===== src/rtl/voice_allocator_pkg.sv =====
`default_nettype none
// ============================================================================
// Module   : voice_allocator_pkg
// Brief    : Shared register map, FSM encoding and write-list types for the
//            voice allocator.
// Revision : 1.0
// ============================================================================
package voice_allocator_pkg;

    localparam int VIDX_W = 4;

    localparam logic [1:0] CTRL_OFS = 2'd0;
    localparam logic [1:0] KEY_OFS  = 2'd1;
    localparam logic [1:0] VEL_OFS  = 2'd2;

    localparam int         GATE_BIT = 0;
    localparam logic [7:0] GATE_ON  = 8'(1 << GATE_BIT);
    localparam logic [7:0] GATE_OFF = 8'h00;

    typedef enum logic [1:0] {
        S_IDLE      = 2'd0,
        S_LOOKUP    = 2'd1,
        S_WR_SETUP  = 2'd2,
        S_WR_STROBE = 2'd3
    } state_e;

    typedef struct packed {
        logic [1:0] ofs;
        logic [7:0] data;
    } wr_entry_t;

    function automatic wr_entry_t make_entry(input logic [1:0] ofs, input logic [7:0] data);
        wr_entry_t e;
        e.ofs  = ofs;
        e.data = data;
        return e;
    endfunction

    function automatic logic [15:0] voice_addr(input logic [15:0]       base,
                                               input logic [15:0]       stride,
                                               input logic [VIDX_W-1:0] v,
                                               input logic [1:0]        ofs);
        return base + stride * {12'd0, v} + {14'd0, ofs};
    endfunction

endpackage
`default_nettype wire


===== src/rtl/voice_allocator_if.sv =====
`default_nettype none
// ============================================================================
// Module   : voice_allocator_if
// Brief    : Note-event handshake plus channel register bus of the allocator.
// Revision : 1.0
// ============================================================================
interface voice_allocator_if #(
    parameter int NUM_VOICES = 2
);
    logic                  note_valid;
    logic                  note_ready;
    logic                  note_on;
    logic [6:0]            note_key;
    logic [6:0]            note_vel;
    logic                  note_dropped;
    logic [15:0]           bus_address;
    logic [7:0]            bus_data;
    logic                  bus_read_write;
    logic                  bus_clock;
    logic [NUM_VOICES-1:0] active_mask;

    // master = allocator side (owns the channel bus)
    modport master (
        input  note_valid, note_on, note_key, note_vel,
        output note_ready, note_dropped, bus_address, bus_data,
               bus_read_write, bus_clock, active_mask
    );

    modport slave (
        output note_valid, note_on, note_key, note_vel,
        input  note_ready, note_dropped, bus_address, bus_data,
               bus_read_write, bus_clock, active_mask
    );
endinterface
`default_nettype wire


===== src/rtl/voice_allocator_voice_select.sv =====
`default_nettype none
// ============================================================================
// Module   : voice_allocator_voice_select
// Brief    : Combinational search for a free voice, the oldest voice and the
//            lowest active voice holding a given key.
// Revision : 1.0
// ============================================================================
module voice_allocator_voice_select
    import voice_allocator_pkg::*;
#(
    parameter int NUM_VOICES = 2,
    parameter int AGE_W      = 8
) (
    input  wire logic [NUM_VOICES-1:0]            active_i,
    input  wire logic [NUM_VOICES-1:0][AGE_W-1:0] ages_i,
    input  wire logic [NUM_VOICES-1:0][6:0]       keys_i,
    input  wire logic [6:0]                       key_i,
    output logic      [VIDX_W-1:0]                free_idx_o,
    output logic                                  free_found_o,
    output logic      [VIDX_W-1:0]                oldest_idx_o,
    output logic      [VIDX_W-1:0]                match_idx_o,
    output logic                                  match_found_o
);

    logic [AGE_W-1:0] best_age;

    always_comb begin
        free_idx_o    = '0;
        free_found_o  = 1'b0;
        match_idx_o   = '0;
        match_found_o = 1'b0;
        oldest_idx_o  = '0;
        best_age      = ages_i[0];

        // Scanning downward leaves the lowest qualifying index as the winner.
        for (int v = NUM_VOICES - 1; v >= 0; v--) begin
            if (!active_i[v]) begin
                free_found_o = 1'b1;
                free_idx_o   = VIDX_W'(v);
            end
            if (active_i[v] && (keys_i[v] == key_i)) begin
                match_found_o = 1'b1;
                match_idx_o   = VIDX_W'(v);
            end
        end

        // Strict compare keeps the lowest index on an age tie.
        for (int v = 1; v < NUM_VOICES; v++) begin
            if (ages_i[v] > best_age) begin
                best_age     = ages_i[v];
                oldest_idx_o = VIDX_W'(v);
            end
        end
    end

endmodule
`default_nettype wire


===== src/rtl/voice_allocator.sv =====
`default_nettype none
// ============================================================================
// Module   : voice_allocator
// Brief    : Assigns note-on/off events to synth voices and drives the channel
//            register bus. Define VOICE_STEAL_EN to steal the oldest voice.
// Revision : 1.0
// ============================================================================
module voice_allocator
    import voice_allocator_pkg::*;
#(
    parameter int          NUM_VOICES = 2,
    parameter logic [15:0] BASE_ADDR  = 16'h0010,
    parameter logic [15:0] STRIDE     = 16'h0020,
    parameter int          AGE_W      = 8
) (
    input wire logic          clk,
    input wire logic          rst_n,
    voice_allocator_if.master ev_bus
);

    localparam logic [AGE_W-1:0] AGE_MAX = '1;

    state_e                           state_q, state_d;
    logic                             on_q;
    logic [6:0]                       key_q, vel_q;
    logic [VIDX_W-1:0]                voice_q, voice_d;
    wr_entry_t [3:0]                  list_q, list_d;
    logic [1:0]                       ptr_q, ptr_d;
    logic [1:0]                       last_q, last_d;
    logic [NUM_VOICES-1:0]            active_q, active_d;
    logic [NUM_VOICES-1:0][AGE_W-1:0] ages_q, ages_d;
    logic [NUM_VOICES-1:0][6:0]       keys_q, keys_d;
    logic                             drop_d;

    logic                             ready_q, dropped_q;
    logic [15:0]                      bus_addr_q;
    logic [7:0]                       bus_data_q;
    logic                             bus_rw_q, bus_clk_q;

    logic [VIDX_W-1:0]                free_idx, oldest_idx, match_idx;
    logic                             free_found, match_found;
    logic                             accept;

    assign accept = ev_bus.note_valid && ready_q;

    voice_allocator_voice_select #(
        .NUM_VOICES (NUM_VOICES),
        .AGE_W      (AGE_W)
    ) u_voice_select (
        .active_i      (active_q),
        .ages_i        (ages_q),
        .keys_i        (keys_q),
        .key_i         (key_q),
        .free_idx_o    (free_idx),
        .free_found_o  (free_found),
        .oldest_idx_o  (oldest_idx),
        .match_idx_o   (match_idx),
        .match_found_o (match_found)
    );

`ifndef VOICE_STEAL_EN
    logic unused_oldest;
    assign unused_oldest = ^oldest_idx;
`endif

    always_comb begin
        state_d  = state_q;
        voice_d  = voice_q;
        list_d   = list_q;
        ptr_d    = ptr_q;
        last_d   = last_q;
        active_d = active_q;
        ages_d   = ages_q;
        keys_d   = keys_q;
        drop_d   = 1'b0;

        case (state_q)
            S_IDLE: begin
                if (accept) begin
                    state_d = S_LOOKUP;
                end
            end

            S_LOOKUP: begin
                state_d = S_WR_SETUP;
                ptr_d   = 2'd0;
                if (on_q) begin
                    if (free_found) begin
                        voice_d   = free_idx;
                        list_d[0] = make_entry(KEY_OFS, {1'b0, key_q});
                        list_d[1] = make_entry(VEL_OFS, {1'b0, vel_q});
                        list_d[2] = make_entry(CTRL_OFS, GATE_ON);
                        last_d    = 2'd2;
                    end else begin
`ifdef VOICE_STEAL_EN
                        voice_d   = oldest_idx;
                        list_d[0] = make_entry(CTRL_OFS, GATE_OFF);
                        list_d[1] = make_entry(KEY_OFS, {1'b0, key_q});
                        list_d[2] = make_entry(VEL_OFS, {1'b0, vel_q});
                        list_d[3] = make_entry(CTRL_OFS, GATE_ON);
                        last_d    = 2'd3;
`else
                        state_d   = S_IDLE;
                        drop_d    = 1'b1;
`endif
                    end
                end else if (match_found) begin
                    voice_d   = match_idx;
                    list_d[0] = make_entry(CTRL_OFS, GATE_OFF);
                    last_d    = 2'd0;
                end else begin
                    state_d = S_IDLE;
                    drop_d  = 1'b1;
                end
            end

            S_WR_SETUP: begin
                state_d = S_WR_STROBE;
            end

            S_WR_STROBE: begin
                if (ptr_q == last_q) begin
                    state_d = S_IDLE;
                    // Voice bookkeeping commits with the final gate strobe.
                    for (int v = 0; v < NUM_VOICES; v++) begin
                        if (VIDX_W'(v) == voice_q) begin
                            active_d[v] = on_q;
                            ages_d[v]   = '0;
                            if (on_q) begin
                                keys_d[v] = key_q;
                            end
                        end else if (on_q) begin
                            if (!active_q[v]) begin
                                ages_d[v] = '0;
                            end else if (ages_q[v] != AGE_MAX) begin
                                ages_d[v] = ages_q[v] + 1'b1;
                            end
                        end
                    end
                end else begin
                    ptr_d   = ptr_q + 2'd1;
                    state_d = S_WR_SETUP;
                end
            end

            default: begin
                state_d = S_IDLE;
            end
        endcase
    end

    always_ff @(posedge clk or negedge rst_n) begin
        if (!rst_n) begin
            state_q    <= S_IDLE;
            on_q       <= 1'b0;
            key_q      <= '0;
            vel_q      <= '0;
            voice_q    <= '0;
            list_q     <= '0;
            ptr_q      <= '0;
            last_q     <= '0;
            active_q   <= '0;
            ages_q     <= '0;
            keys_q     <= '0;
            ready_q    <= 1'b0;
            dropped_q  <= 1'b0;
            bus_addr_q <= '0;
            bus_data_q <= '0;
            bus_rw_q   <= 1'b0;
            bus_clk_q  <= 1'b0;
        end else begin
            state_q  <= state_d;
            voice_q  <= voice_d;
            list_q   <= list_d;
            ptr_q    <= ptr_d;
            last_q   <= last_d;
            active_q <= active_d;
            ages_q   <= ages_d;
            keys_q   <= keys_d;
            if (accept) begin
                on_q  <= ev_bus.note_on;
                key_q <= ev_bus.note_key;
                vel_q <= ev_bus.note_vel;
            end

            // Outputs are registered from next-state so the strobe is glitch-free.
            ready_q   <= (state_d == S_IDLE);
            dropped_q <= drop_d;
            bus_rw_q  <= (state_d == S_WR_SETUP) || (state_d == S_WR_STROBE);
            bus_clk_q <= (state_d == S_WR_STROBE);
            if (state_d == S_WR_SETUP) begin
                bus_addr_q <= voice_addr(BASE_ADDR, STRIDE, voice_d, list_d[ptr_d].ofs);
                bus_data_q <= list_d[ptr_d].data;
            end
        end
    end

    assign ev_bus.note_ready     = ready_q;
    assign ev_bus.note_dropped   = dropped_q;
    assign ev_bus.bus_address    = bus_addr_q;
    assign ev_bus.bus_data       = bus_data_q;
    assign ev_bus.bus_read_write = bus_rw_q;
    assign ev_bus.bus_clock      = bus_clk_q;
    assign ev_bus.active_mask    = active_q;

endmodule
`default_nettype wire


===== src/flat_wrapper.sv =====
// flat-port wrapper written by rule: the top's interface ports become plain ports
module voice_allocator_flat import voice_allocator_pkg::*;
#(
    parameter int          NUM_VOICES = 2,
    parameter logic [15:0] BASE_ADDR  = 16'h0010,
    parameter logic [15:0] STRIDE     = 16'h0020,
    parameter int          AGE_W      = 8
)
  (clk, rst_n, ev_bus_note_valid, ev_bus_note_on, ev_bus_note_key, ev_bus_note_vel, ev_bus_note_ready, ev_bus_note_dropped, ev_bus_bus_address, ev_bus_bus_data, ev_bus_bus_read_write, ev_bus_bus_clock, ev_bus_active_mask);
  voice_allocator_if #(.NUM_VOICES(NUM_VOICES)) ev_bus_i ();
  input wire logic clk;
  input wire logic rst_n;
  input wire logic [$bits(ev_bus_i.note_valid)-1:0] ev_bus_note_valid;
  input wire logic [$bits(ev_bus_i.note_on)-1:0] ev_bus_note_on;
  input wire logic [$bits(ev_bus_i.note_key)-1:0] ev_bus_note_key;
  input wire logic [$bits(ev_bus_i.note_vel)-1:0] ev_bus_note_vel;
  output wire logic [$bits(ev_bus_i.note_ready)-1:0] ev_bus_note_ready;
  output wire logic [$bits(ev_bus_i.note_dropped)-1:0] ev_bus_note_dropped;
  output wire logic [$bits(ev_bus_i.bus_address)-1:0] ev_bus_bus_address;
  output wire logic [$bits(ev_bus_i.bus_data)-1:0] ev_bus_bus_data;
  output wire logic [$bits(ev_bus_i.bus_read_write)-1:0] ev_bus_bus_read_write;
  output wire logic [$bits(ev_bus_i.bus_clock)-1:0] ev_bus_bus_clock;
  output wire logic [$bits(ev_bus_i.active_mask)-1:0] ev_bus_active_mask;
  assign ev_bus_i.note_valid = ev_bus_note_valid;
  assign ev_bus_i.note_on = ev_bus_note_on;
  assign ev_bus_i.note_key = ev_bus_note_key;
  assign ev_bus_i.note_vel = ev_bus_note_vel;
  assign ev_bus_note_ready = ev_bus_i.note_ready;
  assign ev_bus_note_dropped = ev_bus_i.note_dropped;
  assign ev_bus_bus_address = ev_bus_i.bus_address;
  assign ev_bus_bus_data = ev_bus_i.bus_data;
  assign ev_bus_bus_read_write = ev_bus_i.bus_read_write;
  assign ev_bus_bus_clock = ev_bus_i.bus_clock;
  assign ev_bus_active_mask = ev_bus_i.active_mask;
  voice_allocator #(.NUM_VOICES(NUM_VOICES), .BASE_ADDR(BASE_ADDR), .STRIDE(STRIDE), .AGE_W(AGE_W)) u_core (.clk(clk), .rst_n(rst_n), .ev_bus(ev_bus_i));
endmodule

===== config.mk =====
export PLATFORM = sky130hd
export DESIGN_NAME = voice_allocator_flat
export DESIGN_NICKNAME = d
export VERILOG_FILES = /design/src/rtl/voice_allocator_pkg.sv /design/src/rtl/voice_allocator_if.sv /design/src/rtl/voice_allocator_voice_select.sv /design/src/rtl/voice_allocator.sv /design/src/flat_wrapper.sv
export SDC_FILE = /design/constraint.sdc
export NUM_CORES = 1
export LEC_CHECK = 0
export BUFFER_PORTS_ARGS = -buffer_cell sky130_fd_sc_hd__buf_2
export CAP_MARGIN = 20
export CORE_UTILIZATION = 30
export CTS_BUF_LIST = sky130_fd_sc_hd__clkbuf_4 sky130_fd_sc_hd__clkbuf_8 sky130_fd_sc_hd__clkbuf_16
export DETAILED_ROUTE_END_ITERATION = 12
export PLACE_DENSITY = 0.59
export REMOVE_ABC_BUFFERS = 1
export SLEW_MARGIN = 40
export SYNTH_ARGS = -nofsm -noshare
export SYNTH_HDL_FRONTEND = slang
export SYNTH_SLANG_ARGS = --single-unit

===== constraint.sdc =====
create_clock -name clk -period 2.9 [get_ports clk]
set_clock_uncertainty 0.2 [all_clocks]
set_input_delay 0.725 -clock clk [delete_from_list [all_inputs] [get_ports clk]]
set_output_delay 0.725 -clock clk [all_outputs]
set_load 0.005 [all_outputs]

==> results of run 1 <==
## layer usage
metal  global-route usage, %  vias up  part of all wire, %
li1                        -     1189                    -
met1                    16.7     1234                   47
met2                    21.3       51                   47
met3                    4.87        7                  4.4
met4                    4.85        0                  1.5
met5                       0        -                    0
## metrics by stage
step                power [mW]  hold WS (ns)  std cells
floorplan                 3.18         0.229        307
global placement          3.77         0.247        522
detailed placement        3.81         0.247        522
CTS                       5.03         0.202        538
global route              5.35         0.235        538
finish                    4.96         0.189        538
## power by group
part / switching, mW / total [mW] / internal (mW) / leakage (nW)
Clock: 0.468 / 1.19 / 0.724 / 0.152
Sequential: 0.359 / 2.03 / 1.67 / 1.10
Combinational: 0.911 / 1.74 / 0.824 / 0.874
Total: 1.74 / 4.96 / 3.22 / 2.13
## flip-flops by register name, summed over array words and instances (netlist names), 2 cells and up
signal                     cells
u_core.ev_bus.bus_data         8
u_core.ptr_q                   2
u_core.ev_bus.active_mask      2
u_core.keys_q                 14
u_core.ev_bus.bus_address      7
u_core.list_q                 30
u_core.vel_q                   7
u_core.voice_q                 4
u_core.state_q                 2
u_core.key_q                   7
## kinds of logic after synthesis
group           synth area share (%)
compound gates                  10.7
xor+xnor                        3.46
buf+inv                         4.25
flops                           58.6
mux                             11.7
other cells                   0.0987
simple gates                    11.3
## critical path: stages (launching register included)
cell	delay, ns
sky130_fd_sc_hd__dfrtp_1	0.52
sky130_fd_sc_hd__nor2b_1	0.38
sky130_fd_sc_hd__nand3_1	0.38
sky130_fd_sc_hd__and2_1	0.30
sky130_fd_sc_hd__and3b_1	0.18
sky130_fd_sc_hd__a311oi_1	0.26
sky130_fd_sc_hd__o21ai_0	0.12
## placed cells by master, fill, tap and decap left out, types with 2 or more instances in the layout
cell type,n
sky130_fd_sc_hd__dfrtp_1,89
sky130_fd_sc_hd__buf_2,37
sky130_fd_sc_hd__a222oi_1,6
sky130_fd_sc_hd__clkbuf_16,9
sky130_fd_sc_hd__nor2b_1,3
sky130_fd_sc_hd__nor4_1,2
sky130_fd_sc_hd__clkbuf_8,2
sky130_fd_sc_hd__a21oi_1,7
sky130_fd_sc_hd__and2_1,16
sky130_fd_sc_hd__buf_4,9
sky130_fd_sc_hd__nand2b_1,5
sky130_fd_sc_hd__mux2_2,34
sky130_fd_sc_hd__a22oi_1,7
sky130_fd_sc_hd__and3b_1,3
sky130_fd_sc_hd__mux2i_1,6
sky130_fd_sc_hd__o21ai_1,2
sky130_fd_sc_hd__o21ai_0,20
sky130_fd_sc_hd__conb_1,9
sky130_fd_sc_hd__nand4_1,3
sky130_fd_sc_hd__nor2_1,5
sky130_fd_sc_hd__nand3_1,3
sky130_fd_sc_hd__o211ai_1,2
sky130_fd_sc_hd__xnor2_1,15
sky130_fd_sc_hd__inv_1,12
sky130_fd_sc_hd__nor3_1,2
sky130_fd_sc_hd__nand2_1,38
## cell type report
type                            count  area, µm²  share of cell area [%]
Timing Repair Buffer               47        273                    6.05
Sequential cell                    89       2230                    49.4
Inverter                           12       45.0                   0.999
Tap cell                          168        210                    4.66
Clock buffer                       12        260                    5.77
Multi-Input combinational cell    206       1440                    32.0
Clock inverter                      4       51.3                    1.14
## final timing paths
kind | endpoint | slack [ns] | cells after the start
max | u_core.ev_bus.bus_address[1] | 0.43 | 6
max in group asynchronous | u_core.list_q[0] | 1.66 | 2
min in group clk | u_core.ev_bus.bus_address[4] | 0.26 | 1
min | u_core.voice_q[2] | 0.19 | 1
min reg2reg | u_core.ev_bus.bus_address[4] | 0.26 | 1
max reg2reg | u_core.ev_bus.bus_address[1] | 0.43 | 6
==> results.txt, run 1 <==
----------------------------------------------------
[Status]
  Status ... finished, final reports clean

[STA]
  Final number of setup-violating endpoints ... 0
  Share of the clock period used by the worst path after layout ... 85.3%
  Tmin final ... 2.47 ns
  Final Hold Viols ... 0
  Measured slew at the worst slew-check pin ... about 0.67 ns
  Setup repair after global routing missed its margin ... no
  Fin. max-slew vios ... 0
  Peak Freq ... 0.404 GHz
  Setup slack of the critical path after layout ... 0.426 ns
  Worst relative slew slack ... 55.1%
  Setup TNS Final ... 0 ns

[Setup path]
  Path type of the worst setup path ... flop to flop
  Required time of the critical path ... a little under 3 ns
  Worst r2r src ... u_core.state_q[0]
  Worst-path maximum fanout ... 11
  Arr. time, crit path ... ~2.5 ns
  Crit. End Element ... flop
  Critical Path Source Type ... flop
  Setup crit start ... u_core.state_q[0]

[CTS]
  H-Tree Level Count ... 3
  Clock slew at the register clock pins of the worst setup and hold paths ... 0.06 ns
  CTS resizes ... 0
  Post-CTS setup buffer count ... 0
  TritonCTS clock tree ... yes
  Maximum clock path buffer count ... 2
  Count of clock tree sinks ... 89
  Number of buffers inserted by hold repair at cts ... 0
  Latest clock arrival within the worst-skew pair ... around 0.34 ns
  Clk Tree Root Cell ... sky130_fd_sc_hd__clkbuf_16
  Number of buffers created by CTS ... 9

[Logic synthesis]
  Synthesis warning total ... 0
  Top cell type by total area after synthesis ... sky130_fd_sc_hd__dfrtp_1
  Number of register bits inferred by synthesis ... 89
  Syn avg cell area ... about 12 µm²
  Seq/Total Area, Yosys ... 58.6%
  Area share of the leading cell type in the synthesized netlist ... 58.6%
  EDFF count, synth ... 0
  Top-count cell post-synth ... sky130_fd_sc_hd__dfrtp_1
  Area of the mapped netlist ... 3800 µm²
  Top FF cell, synth ... sky130_fd_sc_hd__dfrtp_1
  Synth cell count leaders ... sky130_fd_sc_hd__dfrtp_1 (89), sky130_fd_sc_hd__nand2_1 (38), sky130_fd_sc_hd__mux2_2 (34)
  Leading cell types by total area after synthesis ... sky130_fd_sc_hd__dfrtp_1 (59%), sky130_fd_sc_hd__mux2_2 (10%), sky130_fd_sc_hd__nand2_1 (3.8%), sky130_fd_sc_hd__xnor2_1 (3.5%), sky130_fd_sc_hd__and2_1 (2.6%)
  Instance count of the mapped netlist ... approximately 320
  Async set-reset flop share out of synthesis ... 100%
  Distinct cell type count after synthesis ... 44

[Power]
  Cell leakage power ... 2.13 nW
  Pwr per Cell Area ... between 1000 and 1500 nW/µm²
  Largest vdd supply drop ... 0.000438 V

[Die]
  Die Outline Area ... 13100 µm²
  Number of top-level design ports ... 48
  Std-Cell Core Area ... 12200 µm²
  Horizontal die dimension ... between 100 and 150 µm
  Height of the chip ... 115 µm
  Std cell rows ... 40
  Starting Density ... a little under a third

[Layout]
  Nets ... ~380
  Area growth, synth to finish ... 18.6%
  Post-layout util ... 37.1%
  Fraction of final layout cells sized beyond drive strength 1 ... 27.8%
  Final standard cell area without fillers ... 4510 µm²
  Fill cells ... 1217
  Antenna fix cells ... 0

[Placed design]
  Count of input and output buffers ... 38
  Sum of net half-perimeters after detailed placement ... 5360 µm
  Routability Congestion ... around 0.74
  Placed instance area ... about 4200 µm²
  Post-Place Setup Slack ... 0.413 ns

[Global route]
  Initial antenna violation count ... 0
  Maximum number of pins on one net before global-route repair ... between 40 and 50
  Wire length of the first global-routing pass ... 13100 µm
  Remaining global-route overflow ... 0
  Vias in the first global route ... 2547
  Total track usage ... between 10% and 20%

[Detailed routing]
  Number of DRC violations after detailed-routing iteration 0 ... 81
  Post-detailed-route via-to-cell ratio ... 4.61
  Total DRC errors in the routed layout ... 0
  Detail-routed net length per standard cell ... 14.3 µm
  Total wirelength of the detailed-routed design ... between 7000 and 8000 µm
  Count of nets left with antenna violations after detail routing ... 0
  Total iterations of the first detailed-routing run ... 4
  Routed via count ... 2481

[Job]
  Max cap viols ... 0

[Worst hold path]
  Class of the tightest hold or removal check ... input pin to async pin

----------------------------------------------------
No activity file was read; power rests on OpenSTA's default activity.
==> inputs of run 2 (changes only) <==
CAP_MARGIN = 15   (was 20)
CTS_BUF_LIST = sky130_fd_sc_hd__clkbuf_8   (was sky130_fd_sc_hd__clkbuf_4 sky130_fd_sc_hd__clkbuf_8 sky130_fd_sc_hd__clkbuf_16)
==> run 2 against run 1 <==
Non-clock buffer count unchanged. Sequential share of layout area increased by 1.2 points. First-iteration DRC count fell by 2.5%. Setup slack got worse by 0.023 ns. Global-route usage shrank 0.17 points. Via count increased by 0.48%. Largest power group unchanged.
==> results.txt, run 2 (same netlist as run 1, synthesis figures left out) <==
----------------------------------------------------
[Status]
  Status ... finished, final reports clean

[STA]
  Final number of setup-violating endpoints ... 0 (unchanged)
  Worst relative slew slack ... 57.2% (+2.1 points)
  Measured slew at the worst slew-check pin ... 0.640 ns (-0.0316 ns)
  Smallest hold slack ... 0.161 ns (-0.0274 ns)
  Fin. max-slew vios ... 0 (unchanged)
  Share of the clock period used by the worst path after layout ... 86.1% (+0.79 points)
  Peak Freq ... 0.400 GHz (-0.92%)
  Setup repair after global routing missed its margin ... no
  Tmin final ... 2.50 ns (+0.0230 ns)
  Final Hold Viols ... 0 (unchanged)
  Setup TNS Final ... 0 ns (unchanged)

[CTS]
  H-Tree Level Count ... 3 (unchanged)
  Count of clock tree sinks ... 89 (unchanged)
  Number of buffers created by CTS ... 9 (unchanged)
  CTS resizes ... 0 (unchanged)
  Maximum clock path buffer count ... 2 (unchanged)
  TritonCTS clock tree ... yes
  Number of buffers inserted by hold repair at cts ... 0 (unchanged)
  Post-CTS setup buffer count ... 0 (unchanged)
  Clock slew at the register clock pins of the worst setup and hold paths ... 0.08 ns (+0.02 ns)
  Latest clock arrival within the worst-skew pair ... 0.36 ns (+0.02 ns)
  Clk Tree Root Cell ... sky130_fd_sc_hd__clkbuf_8

[Power]
  Combinational share of power ... 37.4% (+2.4 points)
  Psw ... 1.69 mW (-2.7%)
  Clock share of power ... 18.7% (-5.3 points)
  Cell leakage power ... 2.08 nW (-2.1%)
  Largest vdd supply drop ... 0.000408 V (-6.9%)
  Internal power ... 2.93 mW (-8.9%)
  Part of the total power dissipated in sequential elements ... 43.8% (+2.9 points)
  Pwr per Cell Area ... 1050 nW/µm² (-4.5%)
  Switching portion of total power ... 36.6% (+1.5 points)

[Detailed routing]
  Detail-routed net length per standard cell ... 14.2 µm (-0.91%)
  Count of nets left with antenna violations after detail routing ... 0 (unchanged)
  Total iterations of the first detailed-routing run ... 4 (unchanged)
  Total DRC errors in the routed layout ... 0 (unchanged)
  Post-detailed-route via-to-cell ratio ... 4.63 (+0.48%)
  Number of DRC violations after detailed-routing iteration 0 ... 79 (-2.5%)
  Total wirelength of the detailed-routed design ... 7630 µm (-0.91%)
  Routed via count ... 2493 (+0.48%)

[Setup path]
  Worst reg2reg path endpoint ... u_core.ev_bus.bus_address[1]
  Required time of the critical path ... 2.94 ns (+0.03 ns)
  Critical Path Source Type ... flop
  Worst-case register-to-register setup slack ... 0.40 ns (-0.02 ns)
  Worst-path maximum fanout ... 11 (unchanged)
  Worst reg2reg path depth ... 6 (unchanged)
  Delay of the slowest cell on the worst path ... 0.53 ns (about the same)
  Worst r2r src ... u_core.state_q[0]
  Arr. time, crit path ... 2.53 ns (+0.04 ns)
  Standard cell with the maximum stage delay on the critical path ... sky130_fd_sc_hd__dfrtp_1
  Path type of the worst setup path ... flop to flop
  Crit. End Element ... flop
  Sequence of cells on the critical path ... nor2b_1, nand3_1, and2_1, and3b_1, a311oi_1, o21ai_0

[Layout]
  Post-layout util ... 36.2% (-0.86 points)
  Biggest register ... u_core.list_q
  Antenna fix cells ... 0 (unchanged)
  Commonest cells after routing, fill and taps aside ... sky130_fd_sc_hd__dfrtp_1 (89), sky130_fd_sc_hd__nand2_1 (38), sky130_fd_sc_hd__buf_2 (37), sky130_fd_sc_hd__mux2_2 (34), sky130_fd_sc_hd__o21ai_0 (20)
  Fill cells ... 1235 (+1.5%)
  Fraction of final layout cells sized beyond drive strength 1 ... 27.6% (-0.27 points)
  Flip-flop count of the largest register after layout ... 30 (unchanged)
  Nets ... 383 (unchanged)
  Area growth, synth to finish ... 15.9%
  Most common library cell in the layout ignoring fill and taps ... sky130_fd_sc_hd__dfrtp_1

[Global route]
  Vias in the first global route ... 2550 (+0.12%)
  Total track usage ... 13.2% (-0.17 points)
  Initial antenna violation count ... 0 (unchanged)
  Wire length of the first global-routing pass ... 13100 µm (-0.37%)
  Remaining global-route overflow ... 0 (unchanged)
  Maximum number of pins on one net before global-route repair ... 46 (unchanged)

[Placed design]
  Sum of net half-perimeters after detailed placement ... 5360 µm (unchanged)
  Routability Congestion ... 0.736 (unchanged)
  Count of input and output buffers ... 38 (unchanged)

[Die]
  Horizontal die dimension ... 115 µm (unchanged)
  Std cell rows ... 40 (unchanged)
  Die Outline Area ... 13100 µm² (unchanged)
  Number of top-level design ports ... 48 (unchanged)
  Starting Density ... 31.3% (unchanged)
  Height of the chip ... 115 µm (unchanged)
  Std-Cell Core Area ... 12200 µm² (unchanged)

[Worst hold path]
  Class of the tightest hold or removal check ... input pin to async pin

[Job]
  Max cap viols ... 0 (unchanged)

----------------------------------------------------
-- run 2: stage by stage --
step,cells,setup WS [ns],power (mW),area (µm²)
CTS,538,0.390,4.70,4400
floorplan,307,0.534,3.18,3710
detailed placement,522,0.413,3.81,4200
global route,538,0.169,5.02,4400
global placement,522,0.465,3.77,4200
finish,538,0.403,4.62,4400
-- run 2: worst max-delay path by stage --
| stage | from | to | slack [ns] | depth (start not counted) |
|---|---|---|---|---|
| floorplan | ev_bus_note_valid | u_core.ev_bus.bus_address[5] | 0.53 | 5 |
| global placement | u_core.state_q[0] | u_core.ev_bus.bus_address[1] | 0.46 | 6 |
| detailed placement | u_core.state_q[0] | u_core.ev_bus.bus_address[1] | 0.41 | 6 |
| CTS | u_core.state_q[0] | u_core.ev_bus.bus_address[1] | 0.39 | 6 |
| global route | u_core.state_q[0] | u_core.ev_bus.bus_data[2] | 0.17 | 6 |
| finish | u_core.state_q[0] | u_core.ev_bus.bus_address[1] | 0.40 | 6 |
-- run 2: layer usage --
layer	vias to the layer above	track usage (%)	wire length [µm]
li1	1184	-	-
met1	1239	16.6	3460
met2	64	21.3	3710
met3	6	4.39	372
met4	0	4.59	90
met5	-	0	0
-- run 2: critical path: cells and delay by family, from the launching register on --
family / cells / cell delay [ns]
AO/OA/AOI/OAI: 2 / 0.38
AND/OR/NAND/NOR: 4 / 1.26
flip-flops: 1 / 0.53
-- run 2: power by group through the flow --
stage               sequential, mW  combinational, mW  clock (mW)
floorplan                     1.96               1.21           0
global placement              2.04               1.74           0
detailed placement            2.05               1.76           0
CTS                           2.03               1.76       0.907
global route                  2.10               1.97       0.957
finish                        2.03               1.73       0.867
-- run 2: cell type report --
type	instances	area (µm²)	share of cell area [%]
clock buffers	11	151	3.44
clock inverters	5	55.1	1.25
inverters	12	45.0	1.02
multi-input cells	206	1440	32.8
flip-flops and latches	89	2230	50.6
well taps	168	210	4.77
repair buffers	47	273	6.19
==> inputs of run 3 (changes only) <==
CORE_MARGIN = 2   (was not set)
PLACE_DENSITY = 0.58   (was 0.59)
SYNTH_HIERARCHICAL = 1   (was not set)
==> run 3 against run 2 <==
Register-to-register slack lost 0.04 ns. First-iteration DRC count increased by 96%. Non-clock buffer count up 1. Via count down 0.44%. Sequential share of layout area fell by 0.75 points. Maximum frequency down 1.5%. Critical path depth up 4. Synthesized cell count rose by 5.7%.
==> results.txt, run 3 <==
----------------------------------------------------
[Status]
  Status ... finished, final reports clean

[Die]
  Std cell rows ... 41 (+2.5%)
  Height of the chip ... 118 µm (+2.7%)
  Number of top-level design ports ... 48 (unchanged)
  Starting Density ... 30.7% (-0.57 points)
  Std-Cell Core Area ... 12600 µm² (+3.8%)
  Horizontal die dimension ... 118 µm (+2.7%)
  Die Outline Area ... 13800 µm² (+5.4%)

[Power]
  Cell leakage power ... 2.01 nW (-3.3%)
  Overall power ... 4.59 mW (-0.78%)
  Pwr per Cell Area ... 1040 nW/µm² (-1.1%)
  Largest vdd supply drop ... 0.000326 V (-20%)

[Setup path]
  Path type of the worst setup path ... flop to flop
  Worst-case register-to-register setup slack ... 0.37 ns (-0.04 ns)
  Arr. time, crit path ... 2.61 ns (+0.08 ns)
  Critical Path Source Type ... flop
  Worst r2r src ... u_core/key_q[5]
  Worst reg2reg path endpoint ... u_core/ev_bus.bus_data[2]
  Required time of the critical path ... 2.97 ns (+0.03 ns)
  Crit. End Element ... flop
  Worst-path maximum fanout ... 18 (+7)
  Worst reg2reg path depth ... 10 (+4)

[CTS]
  Number of buffers inserted by hold repair at cts ... 0 (unchanged)
  Maximum clock path buffer count ... 2 (unchanged)
  H-Tree Level Count ... 3 (unchanged)
  Number of buffers created by CTS ... 9 (unchanged)
  Latest clock arrival within the worst-skew pair ... 0.35 ns (about the same)
  Count of clock tree sinks ... 88 (-1.1%)
  Post-CTS setup buffer count ... 0 (unchanged)
  TritonCTS clock tree ... yes
  Clock slew at the register clock pins of the worst setup and hold paths ... 0.09 ns (about the same)
  CTS resizes ... 0 (unchanged)
  Clk Tree Root Cell ... sky130_fd_sc_hd__clkbuf_8

[Global route]
  Vias in the first global route ... 2600 (+2.0%)
  Total track usage ... 12.4% (-0.81 points)
  Remaining global-route overflow ... 0 (unchanged)
  Maximum number of pins on one net before global-route repair ... 32 (-30%)
  Global-route met2 utilization ... 20.0% (-1.3 points)
  Met1 usage in global routing ... 16.4% (-0.24 points)
  Most crowded layer after global routing ... met2
  Initial antenna violation count ... 0 (unchanged)
  GR Util met3 ... 2.76% (-1.6 points)
  Wire length of the first global-routing pass ... 13600 µm (+4.3%)

[STA]
  Peak Freq ... 0.395 GHz (-1.5%)
  Fin. max-slew vios ... 0 (unchanged)
  Measured slew at the worst slew-check pin ... 0.659 ns (+0.0193 ns)
  Tmin final ... 2.53 ns (+0.0373 ns)
  Smallest hold slack ... 0.101 ns (-0.0603 ns)
  Share of the clock period used by the worst path after layout ... 87.4% (+1.3 points)
  Final number of setup-violating endpoints ... 0 (unchanged)
  Final Hold Viols ... 0 (unchanged)
  Setup slack of the critical path after layout ... 0.366 ns (-0.0373 ns)
  Setup repair after global routing missed its margin ... no
  Setup TNS Final ... 0 ns (unchanged)
  Worst relative slew slack ... 55.9% (-1.3 points)

[Logic synthesis]
  Syn avg cell area ... 11.6 µm² (-3.6%)
  Instance count of the mapped netlist ... 335 (+5.7%)
  Synthesis warning total ... 6 (+6)
  Area of the mapped netlist ... 3870 µm² (+1.9%)

[Layout]
  Antenna fix cells ... 0 (unchanged)
  Final standard cell area without fillers ... 4420 µm² (+0.37%)
  Area growth, synth to finish ... 14.2%
  Biggest register ... u_core/list_q
  Flip-flop count of the largest register after layout ... 30 (unchanged)
  Commonest cells after routing, fill and taps aside ... sky130_fd_sc_hd__dfrtp_1 (88), sky130_fd_sc_hd__mux2_2 (39), sky130_fd_sc_hd__buf_2 (37), sky130_fd_sc_hd__nand2_1 (27), sky130_fd_sc_hd__nor2_1 (24)
  Most common library cell in the layout ignoring fill and taps ... sky130_fd_sc_hd__dfrtp_1
  Post-layout util ... 35.0% (-1.2 points)
  Nets ... 394 (+2.9%)
  Fraction of final layout cells sized beyond drive strength 1 ... 29.4% (+1.8 points)
  Number of standard cells in the final layout excluding fillers ... 553 (+2.8%)

[Detailed routing]
  Routed via count ... 2482 (-0.44%)
  Post-detailed-route via-to-cell ratio ... 4.49 (-3.1%)
  Detail-routed net length per standard cell ... 14.6 µm (+3.1%)
  Count of nets left with antenna violations after detail routing ... 0 (unchanged)
  Total wirelength of the detailed-routed design ... 8090 µm (+6.0%)
  Total iterations of the first detailed-routing run ... 4 (unchanged)
  Number of DRC violations after detailed-routing iteration 0 ... 155 (+96%)
  Total DRC errors in the routed layout ... 0 (unchanged)

[Placed design]
  Placed instance area ... 4230 µm² (+0.66%)
  Count of input and output buffers ... 38 (unchanged)
  Routability Congestion ... 0.782 (+6.2%)
  Number of placed cells counting well taps ... 537 (+2.9%)
  Sum of net half-perimeters after detailed placement ... 5720 µm (+6.7%)
  Post-Place Setup Slack ... 0.356 ns (-0.0566 ns)

[Worst hold path]
  Class of the tightest hold or removal check ... input pin to async pin

[Job]
  Max cap viols ... 0 (unchanged)

----------------------------------------------------
==> run 3: how the worst max path moves through the flow <==
stage / startpoint / endpoint / slack, ns / depth (start not counted)
floorplan: u_core/key_q[0] / u_core/ev_bus.bus_address[5] / 0.27 / 8
detailed placement: u_core/key_q[5] / u_core/ev_bus.bus_data[2] / 0.36 / 10
global route: u_core/key_q[5] / u_core/ev_bus.bus_data[7] / 0.14 / 10
global placement: u_core/key_q[0] / u_core/ev_bus.bus_data[3] / 0.45 / 10
finish: u_core/key_q[5] / u_core/ev_bus.bus_data[2] / 0.37 / 10
CTS: u_core/key_q[5] / u_core/ev_bus.bus_data[2] / 0.36 / 10
==> run 3: metal layers <==
| layer | share of wire, % | wire [µm] |
|---|---|---|
| met1 | 46 | 3750 |
| met2 | 49 | 3950 |
| met3 | 3.6 | 293 |
| met4 | 1.2 | 96 |
| met5 | 0 | 0 |
==> run 3: worst max-delay path: stages, from the launching register on <==
cell,delay [ns]
sky130_fd_sc_hd__dfrtp_1,0.45
sky130_fd_sc_hd__xor2_1,0.18
sky130_fd_sc_hd__nor4_2,0.26
sky130_fd_sc_hd__nand4_1,0.14
sky130_fd_sc_hd__o21ai_0,0.12
sky130_fd_sc_hd__nor2b_1,0.24
sky130_fd_sc_hd__o21ai_2,0.17
sky130_fd_sc_hd__o21ai_2,0.20
sky130_fd_sc_hd__buf_4,0.29
sky130_fd_sc_hd__nor2_1,0.06
sky130_fd_sc_hd__a31oi_1,0.15
==> run 3: cell type report <==
cell class / instances / area (µm²)
inverters: 5 / 18.8
well taps: 172 / 215
clock buffers: 9 / 124
repair buffers: 48 / 280
multi-input cells: 224 / 1510
fillers: 1321 / 8200
clock inverters: 7 / 71.3
flip-flops and latches: 88 / 2200
==> run 3: where the power goes <==
part | internal, mW | switching, mW
clock network | 0.398 | 0.438
logic | 0.808 | 0.904
registers | 1.68 | 0.361
